<file path="src/rtl/tm_tape_engine.sv">
// Clocked Turing-machine engine: register tape, head, state and step counter,
// stepping read -> lookup -> write/move against an external combinational table.
module tm_tape_engine #(
  parameter int unsigned STATE_W    = 3,
  parameter int unsigned SYM_W      = 3,
  parameter int unsigned TAPE_DEPTH = 32,
  parameter int unsigned ADDR_W     = $clog2(TAPE_DEPTH),
  parameter int unsigned CNT_W      = 16,
  parameter int unsigned HALT_STATE = 0,
  parameter bit          WRAP       = 1'b0,
  parameter int unsigned MAX_STEPS  = 0
) (
  input  logic               clock,
  input  logic               reset_n,
  input  logic               cfg_we,
  input  logic [ADDR_W-1:0]  cfg_addr,
  input  logic [SYM_W-1:0]   cfg_wdata,
  input  logic [ADDR_W-1:0]  cfg_raddr,
  output logic [SYM_W-1:0]   cfg_rdata,
  input  logic               start,
  input  logic [STATE_W-1:0] start_state,
  input  logic [ADDR_W-1:0]  start_head,
  input  logic               free_run,
  input  logic               step_req,
  input  logic               abort,
  output logic [STATE_W-1:0] tt_state,
  output logic [SYM_W-1:0]   tt_sym,
  input  logic [STATE_W-1:0] tt_next_state,
  input  logic [SYM_W-1:0]   tt_write_sym,
  input  logic               tt_dir,
  output logic               busy,
  output logic               halted,
  output logic               fault,
  output logic [1:0]         fault_code,
  output logic [STATE_W-1:0] state,
  output logic [ADDR_W-1:0]  head,
  output logic [CNT_W-1:0]   step_count
);

  localparam logic [ADDR_W-1:0]  HEAD_MAX = ADDR_W'(TAPE_DEPTH - 1);
  localparam logic [STATE_W-1:0] HALT_S   = STATE_W'(HALT_STATE);
  localparam logic [1:0]         CODE_NONE  = 2'd0;
  localparam logic [1:0]         CODE_EDGE  = 2'd1;
  localparam logic [1:0]         CODE_LIMIT = 2'd2;

  typedef enum logic [2:0] {
    S_IDLE,
    S_LOOKUP,
    S_COMMIT,
    S_HALTED,
    S_FAULT
  } fsm_e;

  fsm_e               fsm_q, fsm_d;
  logic [STATE_W-1:0] state_q, state_d;
  logic [ADDR_W-1:0]  head_q, head_d;
  logic [CNT_W-1:0]   cnt_q, cnt_d;
  logic [STATE_W-1:0] ns_q, ns_d;
  logic [SYM_W-1:0]   ws_q, ws_d;
  logic               dir_q, dir_d;
  logic [1:0]         code_q, code_d;
  logic               busy_q, busy_d;
  logic               halted_q, halted_d;
  logic               fault_q, fault_d;
  logic [SYM_W-1:0]   tape_q [TAPE_DEPTH];
  logic [SYM_W-1:0]   tape_d [TAPE_DEPTH];

  logic at_edge;
  logic off_edge;
  logic limit_hit;

  assign at_edge   = dir_q ? (head_q == HEAD_MAX) : (head_q == '0);
  assign off_edge  = !WRAP && at_edge;
  assign limit_hit = (MAX_STEPS != 0) && ((32'(cnt_q) + 32'd1) == 32'(MAX_STEPS));

  always_comb begin
    fsm_d   = fsm_q;
    state_d = state_q;
    head_d  = head_q;
    cnt_d   = cnt_q;
    ns_d    = ns_q;
    ws_d    = ws_q;
    dir_d   = dir_q;
    code_d  = code_q;
    tape_d  = tape_q;

    case (fsm_q)
      S_IDLE, S_HALTED, S_FAULT: begin
        // Host write lands before a same-cycle start, so the first lookup sees it.
        if (cfg_we) tape_d[cfg_addr] = cfg_wdata;
        if (abort) begin
          fsm_d  = S_IDLE;
          code_d = CODE_NONE;
        end else if (start) begin
          state_d = start_state;
          head_d  = start_head;
          cnt_d   = '0;
          code_d  = CODE_NONE;
          fsm_d   = (start_state == HALT_S) ? S_HALTED : S_LOOKUP;
        end
      end
      S_LOOKUP: begin
        if (abort) begin
          fsm_d  = S_IDLE;
          code_d = CODE_NONE;
        end else if (free_run || step_req) begin
          ns_d  = tt_next_state;
          ws_d  = tt_write_sym;
          dir_d = tt_dir;
          fsm_d = S_COMMIT;
        end
      end
      S_COMMIT: begin
        if (abort) begin
          fsm_d  = S_IDLE;
          code_d = CODE_NONE;
        end else begin
          tape_d[head_q] = ws_q;
          state_d        = ns_q;
          if (cnt_q != '1) cnt_d = cnt_q + CNT_W'(1);
          // Off-edge moves on a non-wrapping build hold the head even when halting.
          if (!off_edge) head_d = dir_q ? head_q + ADDR_W'(1) : head_q - ADDR_W'(1);
          if (ns_q == HALT_S) begin
            fsm_d = S_HALTED;
          end else if (off_edge) begin
            fsm_d  = S_FAULT;
            code_d = CODE_EDGE;
          end else if (limit_hit) begin
            fsm_d  = S_FAULT;
            code_d = CODE_LIMIT;
          end else begin
            fsm_d = S_LOOKUP;
          end
        end
      end
      default: begin
        fsm_d  = S_IDLE;
        code_d = CODE_NONE;
      end
    endcase

    busy_d   = (fsm_d == S_LOOKUP) || (fsm_d == S_COMMIT);
    halted_d = (fsm_d == S_HALTED);
    fault_d  = (fsm_d == S_FAULT);
  end

  always_ff @(posedge clock or negedge reset_n) begin
    if (!reset_n) begin
      fsm_q    <= S_IDLE;
      state_q  <= '0;
      head_q   <= '0;
      cnt_q    <= '0;
      ns_q     <= '0;
      ws_q     <= '0;
      dir_q    <= 1'b0;
      code_q   <= CODE_NONE;
      busy_q   <= 1'b0;
      halted_q <= 1'b0;
      fault_q  <= 1'b0;
      for (int i = 0; i < TAPE_DEPTH; i++) tape_q[i] <= '0;
    end else begin
      fsm_q    <= fsm_d;
      state_q  <= state_d;
      head_q   <= head_d;
      cnt_q    <= cnt_d;
      ns_q     <= ns_d;
      ws_q     <= ws_d;
      dir_q    <= dir_d;
      code_q   <= code_d;
      busy_q   <= busy_d;
      halted_q <= halted_d;
      fault_q  <= fault_d;
      tape_q   <= tape_d;
    end
  end

  assign cfg_rdata  = tape_q[cfg_raddr];
  assign tt_state   = state_q;
  assign tt_sym     = tape_q[head_q];
  assign busy       = busy_q;
  assign halted     = halted_q;
  assign fault      = fault_q;
  assign fault_code = code_q;
  assign state      = state_q;
  assign head       = head_q;
  assign step_count = cnt_q;

endmodule

</file>
<file path="config.mk">
export PLATFORM = sky130hd
export DESIGN_NAME = tm_tape_engine
export DESIGN_NICKNAME = d
export VERILOG_FILES = /design/src/rtl/tm_tape_engine.sv
export SDC_FILE = /design/constraint.sdc
export NUM_CORES = 1
export LEC_CHECK = 0
export ABC_AREA = 0
export ABC_CLOCK_PERIOD_IN_PS = 4400
export BUFFER_PORTS_ARGS = -buffer_cell sky130_fd_sc_hd__buf_2
export CAP_MARGIN = 20
export CORE_ASPECT_RATIO = 1.25
export CORE_MARGIN = 2
export CORE_UTILIZATION = 51
export DETAILED_ROUTE_END_ITERATION = 10
export GPL_TIMING_DRIVEN = 1
export PLACE_DENSITY = 0.66
export SLEW_MARGIN = 20
export SYNTH_ARGS = -nofsm -noshare
export SYNTH_HDL_FRONTEND = slang
export SYNTH_SLANG_ARGS = --single-unit
</file>
<file path="constraint.sdc">
create_clock -name clock -period 4.4 [get_ports clock]
set_clock_uncertainty 0.15 [all_clocks]
set_input_delay 0.22 -clock clock [delete_from_list [all_inputs] [get_ports clock]]
set_output_delay 0.22 -clock clock [all_outputs]
set_load 0.02 [all_outputs]
</file>
==> results of run 1 <==
==> state kept, by name (all words and copies together), names as in the netlist, 3 cells and up <==
| register | flops |
|---|---|
| tape_q | 96 |
| fsm_q | 3 |
| state | 3 |
| ns_q | 3 |
| step_count | 16 |
| ws_q | 3 |
| head | 5 |
==> final timing paths <==
kind / from / endpoint / slack, ps / cells after the start
max: head[0]$_DFFE_PN0P_ / tt_sym[1] / 970 / 4
min: start / fsm_q[2]$_DFF_PN0_ / 70 / 3
max reg2reg: head[0]$_DFFE_PN0P_ / tape_q[82]$_DFFE_PN0P_ / 1360 / 5
min reg2reg: ws_q[1]$_DFFE_PN0P_ / ws_q[1]$_DFFE_PN0P_ / 340 / 1
max in group asynchronous: reset_n / dir_q$_DFFE_PN0P_ / 2690 / 3
min in group asynchronous: reset_n / tape_q[87]$_DFFE_PN0P_ / 290 / 2
==> per-stage QoR <==
stage          power (W)  setup slack [ps]  util [%]  cells
6_report         0.00438               967      59.3   1115
5_1_grt          0.00454               820      59.3   1115
4_1_cts          0.00436               931      59.3   1115
3_5_place_dp     0.00288              1420      54.7   1067
3_3_place_gp     0.00285              1460      54.7   1067
2_1_floorplan    0.00248              1870         -    828
==> final cells by class <==
| class | instances | area, um2 | share of cell area, % |
|---|---|---|---|
| Timing Repair Buffer | 101 | 639 | 6.43 |
| Inverter | 5 | 18.8 | 0.189 |
| Tap cell | 220 | 275 | 2.77 |
| Multi-Input combinational cell | 623 | 5060 | 50.9 |
| Sequential cell | 134 | 3350 | 33.7 |
| Clock inverter | 13 | 156 | 1.57 |
| Clock buffer | 19 | 443 | 4.45 |
==> Yosys cell counts, types with 3 or more instances <==
master / count
dfrtp_1: 134
nand2_1: 96
o22ai_1: 96
nor2_1: 87
mux2_2: 72
mux4_2: 60
o21ai_1: 39
mux2_1: 38
clkbuf_1: 30
buf_2: 22
a21oi_1: 18
nor2b_1: 8
nor3b_1: 8
and3b_1: 7
nand3_1: 7
nor3_1: 6
o31ai_1: 6
or4_1: 6
a31oi_1: 5
buf_1: 5
buf_4: 5
inv_1: 5
nand4_1: 5
o21ai_0: 5
or3_1: 5
buf_6: 4
ha_1: 4
a21o_1: 3
and2_1: 3
and3_1: 3
nand3b_1: 3
xnor2_1: 3
==> power breakdown <==
group	switching (W)	internal (W)	leakage, nW	total [W]
Sequential	0.000254	0.00134	1.83	0.00160
Clock	0.000572	0.000902	0.292	0.00147
Combinational	0.000810	0.000499	2.23	0.00131
==> logic make-up (layout without fill, tap and decap cells) <==
group / Yosys count / after routing
muxes: 172 / 172
and+or+nand+nor: 255 / 255
xor gates and xnor gates: 5 / 5
buffers and inverters: 71 / 138
adders and majority gates: 5 / 5
other: 1 / 1
AOI/OAI and AO/OA: 185 / 185
DFF: 134 / 134
==> worst reg2reg max path, delay by kind of cell, from the launching register on <==
family          cells  cell delay [ps]
simple gates        3             1530
flops               1              750
mux                 1              360
compound gates      1              140
==> what timing repair did <==
item,4_1_cts,5_1_grt
hold endpoints to repair,106,0
resized for setup,0,0
hold buffers,16,0
==> metal layers <==
layer / GRT usage [%] / wire length, um / vias to the layer above
li1: - / - / 3256
met1: 38.2 / 10400 / 3843
met2: 52.0 / 13300 / 513
met3: 8.18 / 2600 / 152
met4: 21.7 / 2100 / 0
met5: 0 / 0 / -
==> metrics.txt, run 1 <==
CTS buffer count=17; global-route wire length before repair=43900 um; number of synthesized register bits=134; clock root buffer=clkbuf_16; Post-synth top flop=dfrtp_1; most frequent cells in the layout=dfrtp_1 (133), nand2_1 (96), o22ai_1 (96); Die H=150 um; P&R area growth vs syn=13.9%; Hold WC Path Type=in -> reg; # port buffers=71; PwrDens=440 nW/um2; initial antenna violation count=0; worst path cell trace=mux4_2 -> mux4_2 -> mux2_2 -> buf_2; Routed Antenna Nets=0; routability cong.=0.958; Max Slew Vio Count=0; htree depth=4; via/cell ratio=6.96; total congestion overflow=0; Total GRT Usage=32.3%; Post-synth ARST share=100%; Synth warnings=0; setup TNS=0 ps; mux share of post-synthesis cell area=29.9%; full die area=18200 um2; EDFF count, synth=0; WL final=28400 um; WP buf/inv=1; final instance area=9950 um2; largest net degree at the start of global routing=93; Setup crit end kind=primary output; Critical Path Most Common Cell=mux4_2; most common cell after layout, fill and taps aside=dfrtp_1; mapped cell area=8730 um2; vias in the first global route=7730; Post-Synth XOR/XNOR Area=0.501%; main combinational cell family by area after synthesis=multiplexers; worst path required time=4030 ps; cells after synthesis=828; startpoint types=flip-flop; share of the synthesized area in the top cell type=38.4%; Placement Cell Area=9180 um2; status=finished, final reports clean; row cnt=53; Avg Inst Size Synth=10.5 um2; critical path arrival=3060 ps; DRC Markers=0; hold_ws=72.3 ps; final cycle utilization of the critical path=78.0%; Static Leak=4.35 nW; CTS tree=yes; top cells by area, synth=dfrtp_1 (38%), mux4_2 (15%), mux2_2 (9.3%); number of fill cells in the layout=1381; worst-path maximum fanout=37; CTS clk-pin slew, worst paths=60 ps; final setup vio count=0; Sink Count=134; post-synthesis adder-cell area fraction=0.802%; Inserted Diodes=0; sequential cell area fraction in the yosys report=38.4%; endpoints failing hold=0; Wirelength per Cell=25.5 um; layout cells sized above 1=28.7%; synthesized net count=868; post-CTS repair timing setup buffer count=0; Slew Limit Headroom=18.9%; max cap viols=0; Final Critical Period=3430 ps; simple-gate area share of the yosys netlist=13.5%; max incr delay on CP=1030 ps; critical path's slowest cell=dfrtp_2; nets=922; TritonRoute pass-1 iters=6; clock latency on the worst-skew pair=430 ps; chip width=121 um; RSZ-0062 raised after global routing=no; complex-gate fraction of the synthesized area=12.9%; Worst VDD drop=0.426 mV; DR iter-0 viols=844; Tightest Pin Transition=1210 ps; number of I/O pins=73; clk buf depth=2; routed vias=7764; critical path class=reg -> out; Initial Util=52.1%; CP top delay family=multiplexers; Max Fclk=291 MHz; cell accounting for the most synthesized area=dfrtp_1; DP Wirelength=19100 um; Yosys cell types=56; core area=16800 um2
Note: power is estimated with default switching activity, not from simulation.
==> inputs of run 2 (changes only) <==
ABC_CLOCK_PERIOD_IN_PS = 3100   (was 4400)
PLACE_DENSITY = 0.68   (was 0.66)
clock period = 3.1 ns   (was 4.4 ns; I/O delays follow)
==> metrics.txt, run 2 (same netlist as run 1, synthesis figures left out) <==
TritonRoute pass-1 iters=7 (was 6); final cycle utilization of the critical path=94.4%; global-route wire length before repair=42500 um (was 43900 um); Pwr Total=0.00678 W (was 0.00438 W); routability cong.=0.940 (was 0.958); WP buf/inv=2 (was 1); Setup crit end kind=primary output (unchanged); endpoints failing hold=0 (unchanged); CTS buffer count=17 (unchanged); Routed Antenna Nets=0 (unchanged); max incr delay on CP=560 ps (was 1030 ps); clock latency on the worst-skew pair=430 ps (about the same); clk buf depth=2 (unchanged); worst hold path depth=4 (was 3); status=finished, final reports clean (unchanged); Max Slew Vio Count=0 (unchanged); CP top delay family=multiplexers (unchanged); Place WS=201 ps (was 1420 ps); largest net degree at the start of global routing=77 (was 93); Sink Count=134 (unchanged); # port buffers=71 (unchanged); Final Critical Period=2920 ps; clock root buffer=clkbuf_16 (unchanged); via/cell ratio=6.81 (was 6.96); Total GRT Usage=30.9% (was 32.3%); RSZ-0062 raised after global routing=no (unchanged); total congestion overflow=0 (unchanged); DRC Markers=0 (unchanged); core area=16800 um2 (unchanged); Slew Limit Headroom=42.8% (was 18.9%); final setup vio count=0 (unchanged); DR iter-0 viols=775 (was 844); Wirelength per Cell=23.8 um (was 25.5 um); htree depth=4 (unchanged); nets=956 (was 922); WL final=27300 um (was 28400 um); Initial Util=52.1% (unchanged); max cap viols=0 (unchanged); most frequent cells in the layout=dfrtp_1 (133), nand2_1 (96), o22ai_1 (96) (unchanged); DP Wirelength=18000 um (was 19100 um); most common cell after layout, fill and taps aside=dfrtp_1 (unchanged); P&R area growth vs syn=18.8% (was 13.9%); Worst VDD drop=0.451 mV (was 0.426 mV); PwrDens=653 nW/um2 (was 440 nW/um2); row cnt=53 (unchanged); critical path's slowest cell=dfrtp_1 (was dfrtp_2); chip width=121 um (unchanged); startpoint types=flip-flop (unchanged); Top reg by flops=tape_q (unchanged); Hold WC Path Type=in -> reg (unchanged); vias in the first global route=7582 (was 7730); worst-path maximum fanout=14 (was 37); Post-Layout Cell Count=1149 (was 1115); initial antenna violation count=0 (unchanged); Tightest Pin Transition=856 ps (was 1210 ps); worst path cell trace=buf_4 -> mux4_2 -> mux4_2 -> mux2_2 -> buf_2 (was mux4_2 -> mux4_2 -> mux2_2 -> buf_2); full die area=18200 um2 (unchanged); Cells after DPL=1094 (was 1067); worst path required time=2790 ps (was 4030 ps); routed vias=7822 (was 7764); number of I/O pins=73 (unchanged); Inserted Diodes=0 (unchanged); setup ws final=175 ps (was 967 ps); layout cells sized above 1=31.2% (was 28.7%); max reg flops=96 (unchanged); setup TNS=0 ps (unchanged); critical path class=reg -> out (unchanged); CTS clk-pin slew, worst paths=70 ps (was 60 ps); path length in cells of the critical path=5 (was 4); FF-to-FF path depth=7 (was 5); critical path arrival=2620 ps (was 3060 ps); Critical Path Most Common Cell=mux4_2 (unchanged); CTS tree=yes (unchanged); Die H=150 um (unchanged); Max Fclk=342 MHz; Static Leak=4.57 nW (was 4.35 nW)
==> run 2: cell types whose count changed in the layout (fill, tap and decap cells not counted), sizes merged <==
| cell | change |
|---|---|
| bufinv | +3 |
| clkinv | -2 |
| dlygate4sd3 | +1 |
| clkbuf | -2 |
| buf | +33 |
| inv | +1 |
==> run 2: layer usage <==
metal  track usage, %  wire [um]  share of wire [%]
met4             16.3       1580                5.8
met3             7.61       2810                 10
met1             39.0      10200                 38
met5                0          0                  0
met2             49.2      12700                 46
==> run 2: tightest hold or removal path, cell delays in order <==
cell      delay (ps)
buf_2            170
a21oi_1           80
nand3b_1         110
o21ai_1           70
==> run 2: worst paths after layout <==
kind	from	end	slack, ps
worst max register to register	head[0]$_DFFE_PN0P_	busy$_DFF_PN0_	270
worst min-delay path	abort	fault$_DFF_PN0_	40
worst min register to register	fault_code[0]$_DFFE_PN0P_	fault_code[0]$_DFFE_PN0P_	330
max in group asynchronous	reset_n	tape_q[1]$_DFFE_PN0P_	1870
worst max-delay path	head[1]$_DFFE_PN0P_	tt_sym[0]	180
min in group asynchronous	reset_n	step_count[4]$_DFFE_PN0P_	170
==> run 2: stage by stage <==
stage,area (um2),hold WS (ps),utilization [%]
CTS,10300,12.5,61.3
detailed placement,9440,84.6,56.2
global placement,9440,87.2,56.2
floorplan,8730,-291,-
global route,10400,51.8,61.8
finish,10400,36.5,61.8
==> run 2: timing repair <==
item | CTS | global route
hold buffers | 17 | 0
endpoints found under the hold margin | 92 | 0
setup endpoints to repair | 3 | 2
setup buffers | 0 | 6
gates resized for setup | 1 | 0
==> run 2: final cells by class <==
type	count	area, um2
multi-input combinational	623	5050
tap	220	275
sequential	134	3360
timing repair buffer	135	992
inverter	5	18.8
fill	1350	6400
clock buffer	17	425
clock inverter	15	253
==> run 2: report_power, final <==
part	internal, W	switching [W]
combinational	0.000927	0.00132
sequential	0.00191	0.000256
clock	0.00151	0.000842
==> inputs of run 3 (changes only) <==
ABC_CLOCK_PERIOD_IN_PS = 3300   (was 3100)
PLACE_DENSITY = 0.66   (was 0.68)
REMOVE_ABC_BUFFERS = 1   (was unset)
clock period = 3.3 ns   (was 3.1 ns; I/O delays follow)
==> metrics.txt, run 3 (same netlist as run 1, synthesis figures left out) <==
status=finished, final reports clean (unchanged); P&R area growth vs syn=15.6% (was 18.8%); CTS tree=yes (unchanged); endpoints failing hold=0 (unchanged); full die area=18200 um2 (unchanged); hold_ws=62.4 ps (was 36.5 ps); Routed Antenna Nets=0 (unchanged); worst-path maximum fanout=29 (was 14); Sink Count=134 (unchanged); total congestion overflow=0 (unchanged); Total GRT Usage=32.6% (was 30.9%); Setup crit end kind=primary output (unchanged); max incr delay on CP=750 ps (was 560 ps); number of I/O pins=73 (unchanged); Max Slew Vio Count=0 (unchanged); # port buffers=71 (unchanged); CTS buffer count=17 (unchanged); critical path arrival=2740 ps (was 2620 ps); Critical Path Most Common Cell=mux4_2 (unchanged); startpoint types=flip-flop (unchanged); most common cell after layout, fill and taps aside=dfrtp_1 (unchanged); Post-Layout Cell Count=1130 (was 1149); Wirelength per Cell=25.5 um (was 23.8 um); routability cong.=0.932 (was 0.940); Tightest Pin Transition=885 ps (was 856 ps); Slew Limit Headroom=41.0% (was 42.8%); final cycle utilization of the critical path=92.7%; R2R Setup Slk=600 ps (was 270 ps); WP buf/inv=1 (was 2); clock latency on the worst-skew pair=440 ps (was 430 ps); chip width=121 um (unchanged); number of fill cells in the layout=1384 (was 1350); setup ws final=241 ps (was 175 ps); Cells after DPL=1081 (was 1094); Register Area=3360 um2 (unchanged); final setup vio count=0 (unchanged); setup TNS=0 ps (unchanged); FF-to-FF path depth=5 (was 7); largest net degree at the start of global routing=69 (was 77); initial antenna violation count=0 (unchanged); DP Wirelength=19300 um (was 18000 um); TritonRoute pass-1 iters=5 (was 7); clk buf depth=2 (unchanged); worst path required time=2980 ps (was 2790 ps); DRC Markers=0 (unchanged); worst hold path depth=3 (was 4); max reg flops=96 (unchanged); worst path cell trace=mux4_2 -> mux4_2 -> mux2_2 -> buf_2 (was buf_4 -> mux4_2 -> mux4_2 -> mux2_2 -> buf_2); row cnt=53 (unchanged); via/cell ratio=6.91 (was 6.81); Inserted Diodes=0 (unchanged); clock root buffer=clkbuf_16 (unchanged); Hold EP=fault_code[0]$_DFFE_PN0P_ (was fault$_DFF_PN0_); most frequent cells in the layout=dfrtp_1 (133), nand2_1 (96), o22ai_1 (96) (unchanged); CTS clk-pin slew, worst paths=60 ps (was 70 ps); global-route wire length before repair=44200 um (was 42500 um); DR iter-0 viols=824 (was 775); Max Fclk=327 MHz; CP top delay family=multiplexers (unchanged); max cap viols=0 (unchanged); RSZ-0062 raised after global routing=no (unchanged); nets=937 (was 956); routed vias=7810 (was 7822); Die H=150 um (unchanged); Top reg by flops=tape_q (unchanged); core area=16800 um2 (unchanged); Hold Path Origin=abort (unchanged); WL final=28800 um (was 27300 um); layout cells sized above 1=29.7% (was 31.2%); Worst VDD drop=0.399 mV (was 0.451 mV); htree depth=4 (unchanged); critical path class=reg -> out (unchanged); Place WS=478 ps (was 201 ps); Multi-input gate area=5050 um2 (unchanged); Reg2Reg Capture Point=tape_q[67]$_DFFE_PN0P_ (was busy$_DFF_PN0_); Initial Util=52.1% (unchanged); PwrDens=603 nW/um2 (was 653 nW/um2); post-CTS repair timing setup buffer count=0 (unchanged); critical path's slowest cell=dfrtp_4 (was dfrtp_1); vias in the first global route=7972 (was 7582); Hold WC Path Type=in -> reg (unchanged); Static Leak=4.43 nW (was 4.57 nW); FF-to-FF Start=head[3]$_DFFE_PN0P_ (was head[0]$_DFFE_PN0P_); Final Critical Period=3060 ps
## run 3: worst register-to-register path, cell delays in order, from the launching register on
cell and delay, ps:
dfrtp_1 760, nor2b_1 780, nand2_1 260, nor2_1 180, o21ai_1 140, mux2_2 310
## run 3: worst max-delay path by stage
stage	slack [ps]	cells past startpoint	start	endpoint
final	240	4	head[0]$_DFFE_PN0P_	tt_sym[1]
after global routing	140	4	head[0]$_DFFE_PN0P_	tt_sym[1]
after floorplan	-1890	4	fsm_q[1]$_DFF_PN0_	tape_q[11]$_DFFE_PN0P_
after detailed placement	480	4	head[0]$_DFFE_PN0P_	tt_sym[1]
after global placement	570	4	head[0]$_DFFE_PN0P_	tt_sym[1]
after CTS	20	4	head[0]$_DFFE_PN0P_	tt_sym[1]
## run 3: per-layer routing
layer,part of all wire (%),global-route usage [%],vias to the layer above
met5,0,0,-
met4,5.9,19.3,0
met3,11,7.92,138
met2,48,53.6,580
met1,36,39.0,3815
li1,-,-,3277
## run 3: layout make-up
type / count / share of cell area [%]
clock buffer: 17 / 4.21
clock inverter: 15 / 2.24
inverter: 5 / 0.186
multi-input combinational: 623 / 50.1
sequential: 134 / 33.3
tap: 220 / 2.73
timing repair buffer: 116 / 7.31
## run 3: per-stage QoR
step                      instance area (um2)  power, W  utilization [%]
after floorplan                          8410   0.00315                -
after global placement                   9260   0.00385             55.2
after detailed placement                 9260   0.00391             55.2
after CTS                               10100   0.00605             60.1
after global routing                    10100   0.00630             60.2
final                                   10100   0.00609             60.2
## run 3: where the power goes
group	internal [W]	switching, W
Clock	0.00135	0.000783
Sequential	0.00180	0.000313
Combinational	0.000707	0.00115
Total	0.00385	0.00224
## run 3: timing repair
item,4_1_cts,5_1_grt
gates resized for setup,0,1
endpoints found under the setup margin,0,3
hold buffers,17,0
hold endpoints to repair,150,0
